## src/rtl/dla_clock_cross_toggle_req_if.sv

```systemverilog
// Source-side handshake bundle for the toggle-request clock crossing.
interface dla_clock_cross_toggle_req_if #(
   parameter int unsigned WIDTH = 32
);
   logic             i_valid;
   logic             o_ready;
   logic [WIDTH-1:0] i_data;
   logic [WIDTH-1:0] o_data;
   logic             o_req_toggle;
   logic             i_ack_sync;
   logic             o_done;
   logic             o_busy;
   logic             o_protocol_err;

   // Controller side: consumes the upstream payload and the synchronized ack.
   modport slave (
      input  i_valid, i_data, i_ack_sync,
      output o_ready, o_data, o_req_toggle, o_done, o_busy, o_protocol_err
   );

   // Upstream producer side.
   modport master (
      output i_valid, i_data, i_ack_sync,
      input  o_ready, o_data, o_req_toggle, o_done, o_busy, o_protocol_err
   );
endinterface

```

## src/rtl/dla_clock_cross_toggle_req.sv

```systemverilog
// Source-domain controller for a toggle-handshake payload crossing: captures a
// payload, holds it quasi-static, flips a request level after a settle delay.
module dla_clock_cross_toggle_req #(
   parameter int unsigned WIDTH         = 32,
   parameter int unsigned SETTLE_CYCLES = 2
) (
   input  logic                           clk,
   input  logic                           i_async_resetn,
   dla_clock_cross_toggle_req_if.slave    bus
);
   localparam int unsigned CNT_W = 8;

   typedef enum logic [1:0] {
      IDLE     = 2'd0,
      SETTLE   = 2'd1,
      WAIT_ACK = 2'd2
   } state_e;

   state_e           state_q;
   logic [CNT_W-1:0] cnt_q;
   logic             ready_q;
   logic [WIDTH-1:0] data_q;
   logic             req_q;
   logic             done_q;
   logic             busy_q;
   logic             err_q;

   // Before the flip the returning ack must still match the current request level.
   always_ff @(posedge clk or negedge i_async_resetn) begin
      if (!i_async_resetn) begin
         state_q <= IDLE;
         cnt_q   <= '0;
         ready_q <= 1'b1;
         data_q  <= '0;
         req_q   <= 1'b0;
         done_q  <= 1'b0;
         busy_q  <= 1'b0;
         err_q   <= 1'b0;
      end else begin
         done_q <= 1'b0;
         if ((state_q != WAIT_ACK) && (bus.i_ack_sync != req_q)) begin
            err_q <= 1'b1;
         end
         case (state_q)
            IDLE: begin
               if (bus.i_valid && ready_q) begin
                  data_q  <= bus.i_data;
                  ready_q <= 1'b0;
                  busy_q  <= 1'b1;
                  if (SETTLE_CYCLES == 0) begin
                     req_q   <= ~req_q;
                     state_q <= WAIT_ACK;
                  end else begin
                     cnt_q   <= CNT_W'(SETTLE_CYCLES - 1);
                     state_q <= SETTLE;
                  end
               end
            end
            SETTLE: begin
               if (cnt_q == '0) begin
                  req_q   <= ~req_q;
                  state_q <= WAIT_ACK;
               end else begin
                  cnt_q <= cnt_q - CNT_W'(1);
               end
            end
            WAIT_ACK: begin
               if (bus.i_ack_sync == req_q) begin
                  done_q  <= 1'b1;
                  ready_q <= 1'b1;
                  busy_q  <= 1'b0;
                  state_q <= IDLE;
               end
            end
            default: begin
               state_q <= IDLE;
            end
         endcase
      end
   end

   assign bus.o_ready        = ready_q;
   assign bus.o_data         = data_q;
   assign bus.o_req_toggle   = req_q;
   assign bus.o_done         = done_q;
   assign bus.o_busy         = busy_q;
   assign bus.o_protocol_err = err_q;
endmodule

```

## src/flat_wrapper.sv

```systemverilog
// flat-port wrapper written by rule: the top's interface ports become plain ports
module dla_clock_cross_toggle_req_flat 
#(
   parameter int unsigned WIDTH         = 32,
   parameter int unsigned SETTLE_CYCLES = 2
)
  (clk, i_async_resetn, bus_i_valid, bus_i_data, bus_i_ack_sync, bus_o_ready, bus_o_data, bus_o_req_toggle, bus_o_done, bus_o_busy, bus_o_protocol_err);
  dla_clock_cross_toggle_req_if #(.WIDTH(WIDTH)) bus_i ();
  input  logic clk;
  input  logic i_async_resetn;
  input wire logic [$bits(bus_i.i_valid)-1:0] bus_i_valid;
  input wire logic [$bits(bus_i.i_data)-1:0] bus_i_data;
  input wire logic [$bits(bus_i.i_ack_sync)-1:0] bus_i_ack_sync;
  output wire logic [$bits(bus_i.o_ready)-1:0] bus_o_ready;
  output wire logic [$bits(bus_i.o_data)-1:0] bus_o_data;
  output wire logic [$bits(bus_i.o_req_toggle)-1:0] bus_o_req_toggle;
  output wire logic [$bits(bus_i.o_done)-1:0] bus_o_done;
  output wire logic [$bits(bus_i.o_busy)-1:0] bus_o_busy;
  output wire logic [$bits(bus_i.o_protocol_err)-1:0] bus_o_protocol_err;
  assign bus_i.i_valid = bus_i_valid;
  assign bus_i.i_data = bus_i_data;
  assign bus_i.i_ack_sync = bus_i_ack_sync;
  assign bus_o_ready = bus_i.o_ready;
  assign bus_o_data = bus_i.o_data;
  assign bus_o_req_toggle = bus_i.o_req_toggle;
  assign bus_o_done = bus_i.o_done;
  assign bus_o_busy = bus_i.o_busy;
  assign bus_o_protocol_err = bus_i.o_protocol_err;
  dla_clock_cross_toggle_req #(.WIDTH(WIDTH), .SETTLE_CYCLES(SETTLE_CYCLES)) u_core (.clk(clk), .i_async_resetn(i_async_resetn), .bus(bus_i));
endmodule
```

## config.mk

```make
export PLATFORM = sky130hd
export DESIGN_NAME = dla_clock_cross_toggle_req_flat
export DESIGN_NICKNAME = d
export VERILOG_FILES = /design/src/rtl/dla_clock_cross_toggle_req_if.sv /design/src/rtl/dla_clock_cross_toggle_req.sv /design/src/flat_wrapper.sv
export SDC_FILE = /design/constraint.sdc
export NUM_CORES = 1
export LEC_CHECK = 0
export ABC_AREA = 1
export BUFFER_PORTS_ARGS = -buffer_cell sky130_fd_sc_hd__buf_2
export CORE_MARGIN = 5
export CORE_UTILIZATION = 36
export DETAILED_ROUTE_END_ITERATION = 10
export MAX_ROUTING_LAYER = met4
export PLACE_DENSITY_LB_ADDON = 0.2
export SLEW_MARGIN = 20
export SYNTH_ARGS = -nofsm -noshare
export SYNTH_HDL_FRONTEND = slang
export SYNTH_SLANG_ARGS = --single-unit
```

## constraint.sdc

```tcl
create_clock -name clk -period 1.4 [get_ports clk]
set_input_delay 0.21 -clock clk [delete_from_list [all_inputs] [get_ports clk]]
set_output_delay 0.21 -clock clk [all_outputs]
set_load 0.05 [all_outputs]
```

==> impl_metrics.yaml, run 1 <==
status:
  status: "finished clean"
clock_tree:
  clk_pin_slew_worst_paths_ns: 0.08
  cts-htree-levels: 2
  cts_tree: "yes"
  cts_buffer_depth: 2
  clock_latency_ns: 0.29
  numCtsBuffers: 5
  cts_root_buf: "clkbuf_8"
  cts.sinks: 47
timing:
  fin_ws_ns: 0.0608
  slew_viol_final: 0
  worst_slew_pin_slew_ns: 0.352
  setup_viol: 0
  period_share_pct: 95.7
  max_freq_mhz: 747
  maxSlewHeadroom_pct: 76.4
  post-route-min-period_ns: 1.34
  finClkSkew_ns: 0.00722
  hold_violations: 0
power:
  p_int_w: 0.00355
  p_comb_share_pct: 54.9
  seqPwrFrac_pct: 31.8
  switching_share_pct: 50.7
  power.leakage_nw: 1.54
  power.switching_w: 0.00365
  power.share.clock_pct: 13.3
  peakVddDrop_mv: 1.32
  powerDensity_nw_per_um2: 2640
  totalPowerFinal_w: 0.00720
placement:
  post-place-ws_ns: 0.0440
  io_buffers: 72
  dpl.hpwl_um: 3370
  globalplace.congestion: 0.883
synthesis:
  ys_ff_latch: 47
  synth_area_leader_cell: "dfrtp_1"
  avgSynthCellArea_um2: 8.62
  synth.area.top_cells: "dfrtp_1 56%, nand2_1 22%, nor2_1 3.3%, inv_1 2.4%, nand3_1 1.7%"
  yosysWarnings: 0
  synth_top_area_share_pct: 56.1
  syn_inst: 238
  synth_cell_types: 23
  syn_nets: 276
  syn_area_um2: 2050
  seq_area_frac_synth_pct: 57.4
global_route:
  antenna_found_initial: 0
  grt_pass1_vias: 1702
  grt_pass1_wl_um: 7660
  globalRoute.totalOverflow: 0
  grt_max_degree: 29
  grt.total_usage_pct: 13.4
critical_path:
  worst_setup_path_start_kind: "register"
  cp_slowest_cell: "dfrtp_1"
  crit_arrival_ns: 1.57
  crit_top_cell: "nand2_1"
  reg2reg_setup_slack_ns: 0.06
  crit_chain: "inv_2 -> ha_1 -> nand2_1 -> nor2_2 -> nand2_2 -> nand2_4 -> buf_4 -> nand3_1 -> nand2_1"
  path_max_fanout: 3
  endpoint_kind: "register"
  max_stage_delay_ns: 0.40
  crit_type: "reg -> reg"
  worstPathRequired_ns: 1.63
finish:
  num_antenna_cells: 0
  area_delta_synth_final_pct: 33.3
  final_nets: 365
  layout-drive-gt1-share_pct: 34.1
die:
  core_um2: 5510
  dieWidth_um: 85.5
  die_area_um2: 7310
  io_pins: 73
  fp-row-count: 27
  dieHeight_um: 85.5
  start_util_pct: 37.2
route:
  via_per_inst: 4.37
  ant_nets: 0
  drc_errors: 0
  drt_iter0_drc: 50
  drt_wl_total_um: 4660
  firstDrtPassIters: 4
  post_drt_wl_per_cell_um: 11.7
  vias: 1749
worst_hold_path:
  hold_path_class: "in -> reg"
flow_run:
  drv_cap: 0
## stage by stage
stage / cells / hold WS (ns) / area, um^2 / TNS (ns) / utilization, %
3_5_place_dp: 384 / 0.206 / 2530 / 0 / 45.9
6_report: 400 / 0.0979 / 2730 / 0 / 49.6
5_1_grt: 400 / 0.0862 / 2730 / -0.151 / 49.6
3_3_place_gp: 384 / 0.208 / 2530 / 0 / 45.9
2_1_floorplan: 238 / -0.0856 / 2050 / 0 / -
4_1_cts: 393 / 0.0878 / 2640 / 0 / 48.0
## flip-flops by register name, indices dropped and copies added, names as in the netlist
signal                     flops
u_core.bus.o_protocol_err      1
u_core.cnt_q                   8
u_core.bus.o_busy              1
u_core.bus.o_data             32
u_core.bus.o_done              1
u_core.bus.o_req_toggle        1
u_core.state_q                 2
u_core.bus.o_ready             1
## cells in the final DEF, fill, tap and decap left out, drive strengths merged, types with 3 or more instances in the layout
cell      n
o21ai     4
inv      14
nand4     3
xor2      3
clkbuf    8
dfrtp    46
nand2   124
nand3     8
buf      87
nor2     22
## logic make-up after synthesis
logic type	count (synthesis)	share of synthesized area, %
simple gates	157	31.9
flops	47	57.4
buf+inv	21	5.25
xor+xnor	5	2.14
compound gates	6	2.07
fa+ha+maj	2	1.22
## per-layer routing
metal / GRT usage [%] / vias up / share of wire, %
li1: - / 896 / -
met1: 16.8 / 794 / 47
met2: 20.9 / 48 / 45
met3: 3.79 / 11 / 5.6
met4: 4.32 / 0 / 1.8
met5: - / - / 0
## Yosys cell counts
master and n:
xor2_1 3, o21bai_1 1, nor2_4 1, ha_1 2
a21o_1 1, xnor2_1 2, nor2_2 3, o21ai_0 2
buf_2 2, nand2_2 2, nand3_4 1, inv_2 1
buf_4 3, dfstp_2 1, inv_1 13, nand2_1 120
nor2_1 18, dfrtp_1 46, nand2_4 2, buf_6 2
nand4_1 3, nand3_1 7, o21ai_2 2
## path summary, 6_finish.rpt
| kind | endpoint | startpoint | cells after the start |
|---|---|---|---|
| min | u_core.bus.o_data[4] | bus_i_data[4] | 3 |
| max in group asynchronous | u_core.bus.o_data[8] | i_async_resetn | 3 |
| max reg2reg | u_core.cnt_q[6] | u_core.cnt_q[0] | 9 |
| max | u_core.cnt_q[6] | u_core.cnt_q[0] | 9 |
| min in group asynchronous | u_core.cnt_q[0] | i_async_resetn | 3 |
| min reg2reg | u_core.bus.o_protocol_err | u_core.bus.o_protocol_err | 1 |
## layout make-up
cell class	instances	area [um^2]
fill	532	2770
clock buffer	7	76.3
timing repair buffer	89	522
clock inverter	1	30.0
multi-input combinational	170	785
sequential	47	1180
tap	72	90.1
inverter	14	52.6
## power by group through the flow
stage / sequential, W / combinational [W] / clock [W]
after CTS: 0.00228 / 0.00380 / 0.00100
after floorplan: 0.00386 / 0.00130 / 0
final: 0.00229 / 0.00396 / 0.000958
after global placement: 0.00230 / 0.00376 / 0
after global routing: 0.00237 / 0.00427 / 0.00105
after detailed placement: 0.00229 / 0.00380 / 0
## worst max-delay path, delay by kind of cell, from the launching register on
family | cells | cell delay, ns
and+or+nand+nor | 6 | 0.54
DFF | 1 | 0.40
adders and majority gates | 1 | 0.13
buffers and inverters | 2 | 0.19
## what timing repair did
item                       in CTS  in global routing
hold buffers                    1                  0
setup buffers                   0                  7
hold endpoints to repair       46                  0
setup endpoints to repair       0                 10
resized for setup               0                  8
Note: power is estimated with default switching activity, not from simulation.
==> inputs of run 2 (changes only) <==
--- a/config.mk
+++ b/config.mk
@@ -8,7 +8,7 @@
 export ABC_AREA = 1
 export BUFFER_PORTS_ARGS = -buffer_cell sky130_fd_sc_hd__buf_2
 export CORE_MARGIN = 5
-export CORE_UTILIZATION = 36
+export CORE_UTILIZATION = 49
 export DETAILED_ROUTE_END_ITERATION = 10
 export MAX_ROUTING_LAYER = met4
 export PLACE_DENSITY_LB_ADDON = 0.2
==> run 2 against run 1 <==
Against the previous run: the flow now finishes with violations (setup timing); non-clock buffer count is 1 lower; first-iteration DRC count grew to 2.6 times the previous value; setup slack worse by 0.085 ns; combinational power is 3% higher; sequential share of layout area is 0.14 points lower; worst hold slack better by 0.012 ns; die area is 24% lower; final area is 0.32% higher; core utilization is 18 points higher; routed wire length is 2.1% higher; clock skew is 0.0048 ns lower; critical path type unchanged; largest cell class unchanged.
==> impl_metrics.yaml, run 2 (synthesis results as in run 1) <==
route:
  drc_errors: 0
  via_per_inst: 4.67
  firstDrtPassIters: 4
  drt_wl_total_um: 4760
  drt_iter0_drc: 132
  post_drt_wl_per_cell_um: 12.6
  vias: 1766
  ant_nets: 0
placement:
  io_buffers: 72
  globalplace.congestion: 0.804
  dpl.hpwl_um: 3460
timing:
  maxSlewHeadroom_pct: 69.9
  hold_ws_ns: 0.110
  post-route-min-period_ns: 1.42
  hold_violations: 0
  slew_viol_final: 0
  fin_ws_ns: -0.0238
  rsz0062_at_grt: "true"
  max_freq_mhz: 702
  setup_viol: 5
  finClkSkew_ns: 0.00246
  period_share_pct: 102
  worst_slew_pin_slew_ns: 0.452
finish:
  final_nets: 365
  final_util_pct: 68.0
  largest_reg_flops: 32
  fillCellCount: 343
  layout-drive-gt1-share_pct: 36.0
  area_delta_synth_final_pct: 33.7
  final_common_cell: "nand2_1"
  ff_latch_area_um2: 1180
  mostFrequentLayoutCells: "116 x nand2_1, 72 x buf_2, 46 x dfrtp_1"
  multi_input_area_um2: 823
  num_antenna_cells: 0
clock_tree:
  cts_root_buf: "clkbuf_8"
  clock_latency_ns: 0.29
  numCtsBuffers: 5
  cts_buffer_depth: 2
  cts-htree-levels: 2
  clk_pin_slew_worst_paths_ns: 0.08
  cts.sinks: 47
  cts_tree: "yes"
die:
  dieWidth_um: 74.7
  io_pins: 73
  die_area_um2: 5580
  fp-row-count: 23
  start_util_pct: 50.9
  core_um2: 4030
  dieHeight_um: 74.7
global_route:
  grt.total_usage_pct: 18.1
  grt_pass1_wl_um: 7540
  antenna_found_initial: 0
  grt_pass1_vias: 1720
  grt_max_degree: 26
  globalRoute.totalOverflow: 0
critical_path:
  worstPathRequired_ns: 1.62
  crit_family: "simple AND/OR/NAND/NOR gates"
  cp_slowest_cell: "dfrtp_1"
  max_stage_delay_ns: 0.40
  crit_chain: "inv_2 -> ha_4 -> nand2_2 -> nor2_2 -> nand2_2 -> nand2_4 -> buf_4 -> nor2_1 -> nor2_1"
  worst_setup_path_start_kind: "register"
  crit_arrival_ns: 1.65
  crit_type: "reg -> reg"
  path_max_fanout: 7
  critPathBufInv: 2
  endpoint_kind: "register"
power:
  power.switching_w: 0.00374
  powerDensity_nw_per_um2: 2690
  seqPwrFrac_pct: 30.9
  power.leakage_nw: 1.55
  p_int_w: 0.00362
  peakVddDrop_mv: 1.31
  power.share.clock_pct: 13.6
  switching_share_pct: 50.8
  p_comb_share_pct: 55.5
worst_hold_path:
  hold_path_class: "in -> reg"
flow_run:
  drv_cap: 0
status:
  status: "finished with violations"
  violations: "setup timing"
-- run 2: worst register-to-register path: cells and delay by family, from the launching register on --
kind	cells	cell delay, ns
AND/OR/NAND/NOR	6	0.62
flip-flops	1	0.40
buffers and inverters	2	0.23
adder cells (fa/ha/maj)	1	0.12
-- run 2: what timing repair did --
action                                  4_1_cts  5_1_grt
resized for setup                             0       12
endpoints found under the setup margin        0        7
hold buffers                                  1        0
setup buffers                                 0        4
endpoints found under the hold margin        15        0
-- run 2: area by class of cell --
cell class	instances	share of cell area (%)
clock buffer	6	3.01
clock inverter	2	1.28
inverter	14	1.92
multi-input combinational	171	30.0
sequential	47	42.9
tap	50	2.28
timing repair buffer	88	18.5
-- run 2: per-layer routing --
metal  up-vias  wire length [um]  global-route usage (%)  share of wire [%]
met4         0                51                    4.74                1.1
met2        46              2400                    30.0                 50
li1        897                 -                       -                  -
met3         6               204                    3.47                4.3
met5         -                 0                       -                  0
met1       817              2110                    22.8                 44
-- run 2: final timing paths --
kind                                                 from                         to  slack (ns)  cells past startpoint
worst max-delay path                      u_core.cnt_q[1]            u_core.cnt_q[0]       -0.02                      9
worst min-delay path                        bus_i_data[3]       u_core.bus.o_data[3]        0.11                      3
worst max register to register            u_core.cnt_q[1]            u_core.cnt_q[0]       -0.02                      9
worst min register to register  u_core.bus.o_protocol_err  u_core.bus.o_protocol_err        0.46                      1
max in group asynchronous                  i_async_resetn       u_core.bus.o_data[9]        0.51                      3
min in group asynchronous                  i_async_resetn            u_core.cnt_q[5]        0.39                      2
-- run 2: power by group through the flow --
stage          Clock, W  Combinational, W  Sequential (W)
6_report        0.00100           0.00409         0.00227
5_1_grt         0.00110           0.00441         0.00234
2_1_floorplan         0           0.00130         0.00386
3_5_place_dp          0           0.00385         0.00227
3_3_place_gp          0           0.00376         0.00228
4_1_cts         0.00103           0.00384         0.00227
-- run 2: per-stage QoR --
step / power [W] / instances / TNS (ns) / cell area [um^2] / setup slack [ns]
detailed placement: 0.00612 / 364 / 0 / 2530 / 0.0275
global placement: 0.00605 / 364 / 0 / 2530 / 0.0842
CTS: 0.00714 / 373 / 0 / 2650 / 0.0147
finish: 0.00736 / 378 / -0.0693 / 2740 / -0.0238
global route: 0.00785 / 378 / -0.564 / 2740 / -0.0972
floorplan: 0.00516 / 238 / 0 / 2050 / 0.0541
==> inputs of run 3 (changes only) <==
--- a/config.mk
+++ b/config.mk
@@ -7,6 +7,7 @@
 export LEC_CHECK = 0
 export ABC_AREA = 1
 export BUFFER_PORTS_ARGS = -buffer_cell sky130_fd_sc_hd__buf_2
+export CORE_ASPECT_RATIO = 0.7
 export CORE_MARGIN = 5
 export CORE_UTILIZATION = 49
 export DETAILED_ROUTE_END_ITERATION = 10
==> run 3 against run 2 <==
Against the previous run: highest routed layer unchanged; final area rose by 0.37%; sequential power barely moved; the run still ends with setup timing left; clock power fell by 20%; sequential cell count did not move; via count fell by 1.5%; clock skew rose by 0.0024 ns; total power fell by 0.64%; routed wire length fell by 0.59%; critical endpoint unchanged; non-clock buffer count fell by 5; sequential share of layout area fell by 0.16 points; fmax rose by 1.3%.
==> impl_metrics.yaml, run 3 (synthesis results as in run 1) <==
critical_path:
  worst_setup_path_start_kind: "register"
  critPathLaunch: "u_core.cnt_q[1]"
  worstPathRequired_ns: 1.58
  path_max_fanout: 5
  crit_arrival_ns: 1.59
  crit-reg2reg-launch: "u_core.cnt_q[1]"
  endpoint_kind: "register"
  crit_type: "reg -> reg"
global_route:
  grt_pass1_vias: 1670
  antenna_found_initial: 0
  globalRoute.totalOverflow: 0
  grt_max_degree: 48
  grt_pass1_wl_um: 7710
  grt.total_usage_pct: 18.1
power:
  peakVddDrop_mv: 1.57
  power.leakage_nw: 1.54
  powerDensity_nw_per_um2: 2660
placement:
  io_buffers: 72
  numPlacedInstances: 361
  dpl.hpwl_um: 3260
  post-place-ws_ns: 0.00285
  globalplace.congestion: 0.960
clock_tree:
  cts-htree-levels: 2
  clk_pin_slew_worst_paths_ns: 0.08
  clock_latency_ns: 0.29
  cts_root_buf: "clkbuf_8"
  cts.sinks: 47
  cts_tree: "yes"
  numCtsBuffers: 5
  cts_buffer_depth: 2
timing:
  post-route-min-period_ns: 1.41
  hold_violations: 0
  tns_ns: -0.00555
  worst_slew_pin_slew_ns: 0.315
  slew_viol_final: 0
  period_share_pct: 100
  fin_ws_ns: -0.00555
  maxSlewHeadroom_pct: 78.9
  max_freq_mhz: 711
  setup_viol: 1
  finClkSkew_ns: 0.00487
flow_run:
  drv_cap: 0
finish:
  final_common_cell: "nand2_1"
  layout-drive-gt1-share_pct: 36.3
  mostFrequentLayoutCells: "114 x nand2_1, 72 x buf_2, 46 x dfrtp_1"
  final_nets: 360
  fillCellCount: 320
  multi_input_area_um2: 875
  final_util_pct: 69.3
  instances_no_fill: 374
  largest_reg_flops: 32
  area_delta_synth_final_pct: 34.2
  ff_latch_area_um2: 1180
  num_antenna_cells: 0
die:
  dieWidth_um: 87.3
  core_um2: 3970
  die_area_um2: 5600
  fp-row-count: 19
  dieHeight_um: 64.1
  io_pins: 73
  start_util_pct: 51.7
route:
  drt_iter0_drc: 144
  post_drt_wl_per_cell_um: 12.7
  drc_errors: 0
  ant_nets: 0
  drt_wl_total_um: 4730
  vias: 1740
  firstDrtPassIters: 4
  via_per_inst: 4.65
status:
  status: "finished with violations"
  violations: "setup timing"
worst_hold_path:
  hold_path_class: "in -> reg"
  holdCritStartpoint: "bus_i_data[10]"
## run 3: power by group
| part | internal [W] | switching, W | total [W] | leakage, nW |
|---|---|---|---|---|
| logic | 0.00119 | 0.00304 | 0.00424 | 0.898 |
| registers | 0.00192 | 0.000360 | 0.00228 | 0.591 |
| clock network | 0.000387 | 0.000411 | 0.000799 | 0.0470 |
## run 3: area by class of cell
| type | count | share of cell area (%) |
|---|---|---|
| Sequential cell | 47 | 42.8 |
| Multi-Input combinational cell | 171 | 31.8 |
| Timing Repair Buffer | 83 | 18.0 |
| Clock buffer | 6 | 3.00 |
| Tap cell | 52 | 2.36 |
| Inverter | 14 | 1.91 |
| Clock inverter | 1 | 0.182 |
## run 3: worst paths after layout
kind | endpoint | slack, ns | cells past startpoint
max in group asynchronous | u_core.bus.o_ready | 0.72 | 3
min | u_core.bus.o_data[10] | 0.10 | 3
max | u_core.cnt_q[0] | -0.006 | 9
min in group asynchronous | u_core.bus.o_data[29] | 0.41 | 3
min reg2reg | u_core.bus.o_protocol_err | 0.46 | 1
max reg2reg | u_core.cnt_q[0] | -0.006 | 9
## run 3: per-layer routing
metal / vias to the layer above / track usage [%] / share of wire [%]
li1: 891 / - / -
met1: 781 / 26.1 / 48
met2: 63 / 24.4 / 43
met3: 5 / 5.78 / 8.3
met4: 0 / 4.79 / 1.1
met5: - / - / 0
## run 3: through the flow
step                      instance area [um^2]  total power [W]  hold WS (ns)
after floorplan                           2050          0.00516       -0.0856
after global placement                    2500          0.00604         0.210
after detailed placement                  2500          0.00610         0.210
after CTS                                 2600          0.00694        0.0924
after global routing                      2750          0.00783        0.0906
final                                     2750          0.00732         0.103
## run 3: repair_timing
action	CTS	global route
hold buffers	1	0
endpoints found under the setup margin	5	7
endpoints found under the hold margin	46	0
pin swaps	0	13
gates cloned	0	1
resized for setup	1	24
setup buffers	0	4
## run 3: critical path, stage by stage, from the launching register on
cell     delay [ns]
dfrtp_1        0.40
inv_1          0.13
ha_4           0.16
nand2_4        0.05
nor2_4         0.13
nand2_4        0.09
nand2_8        0.12
nand2_8        0.08
nor2_4         0.11
nor2_1         0.04
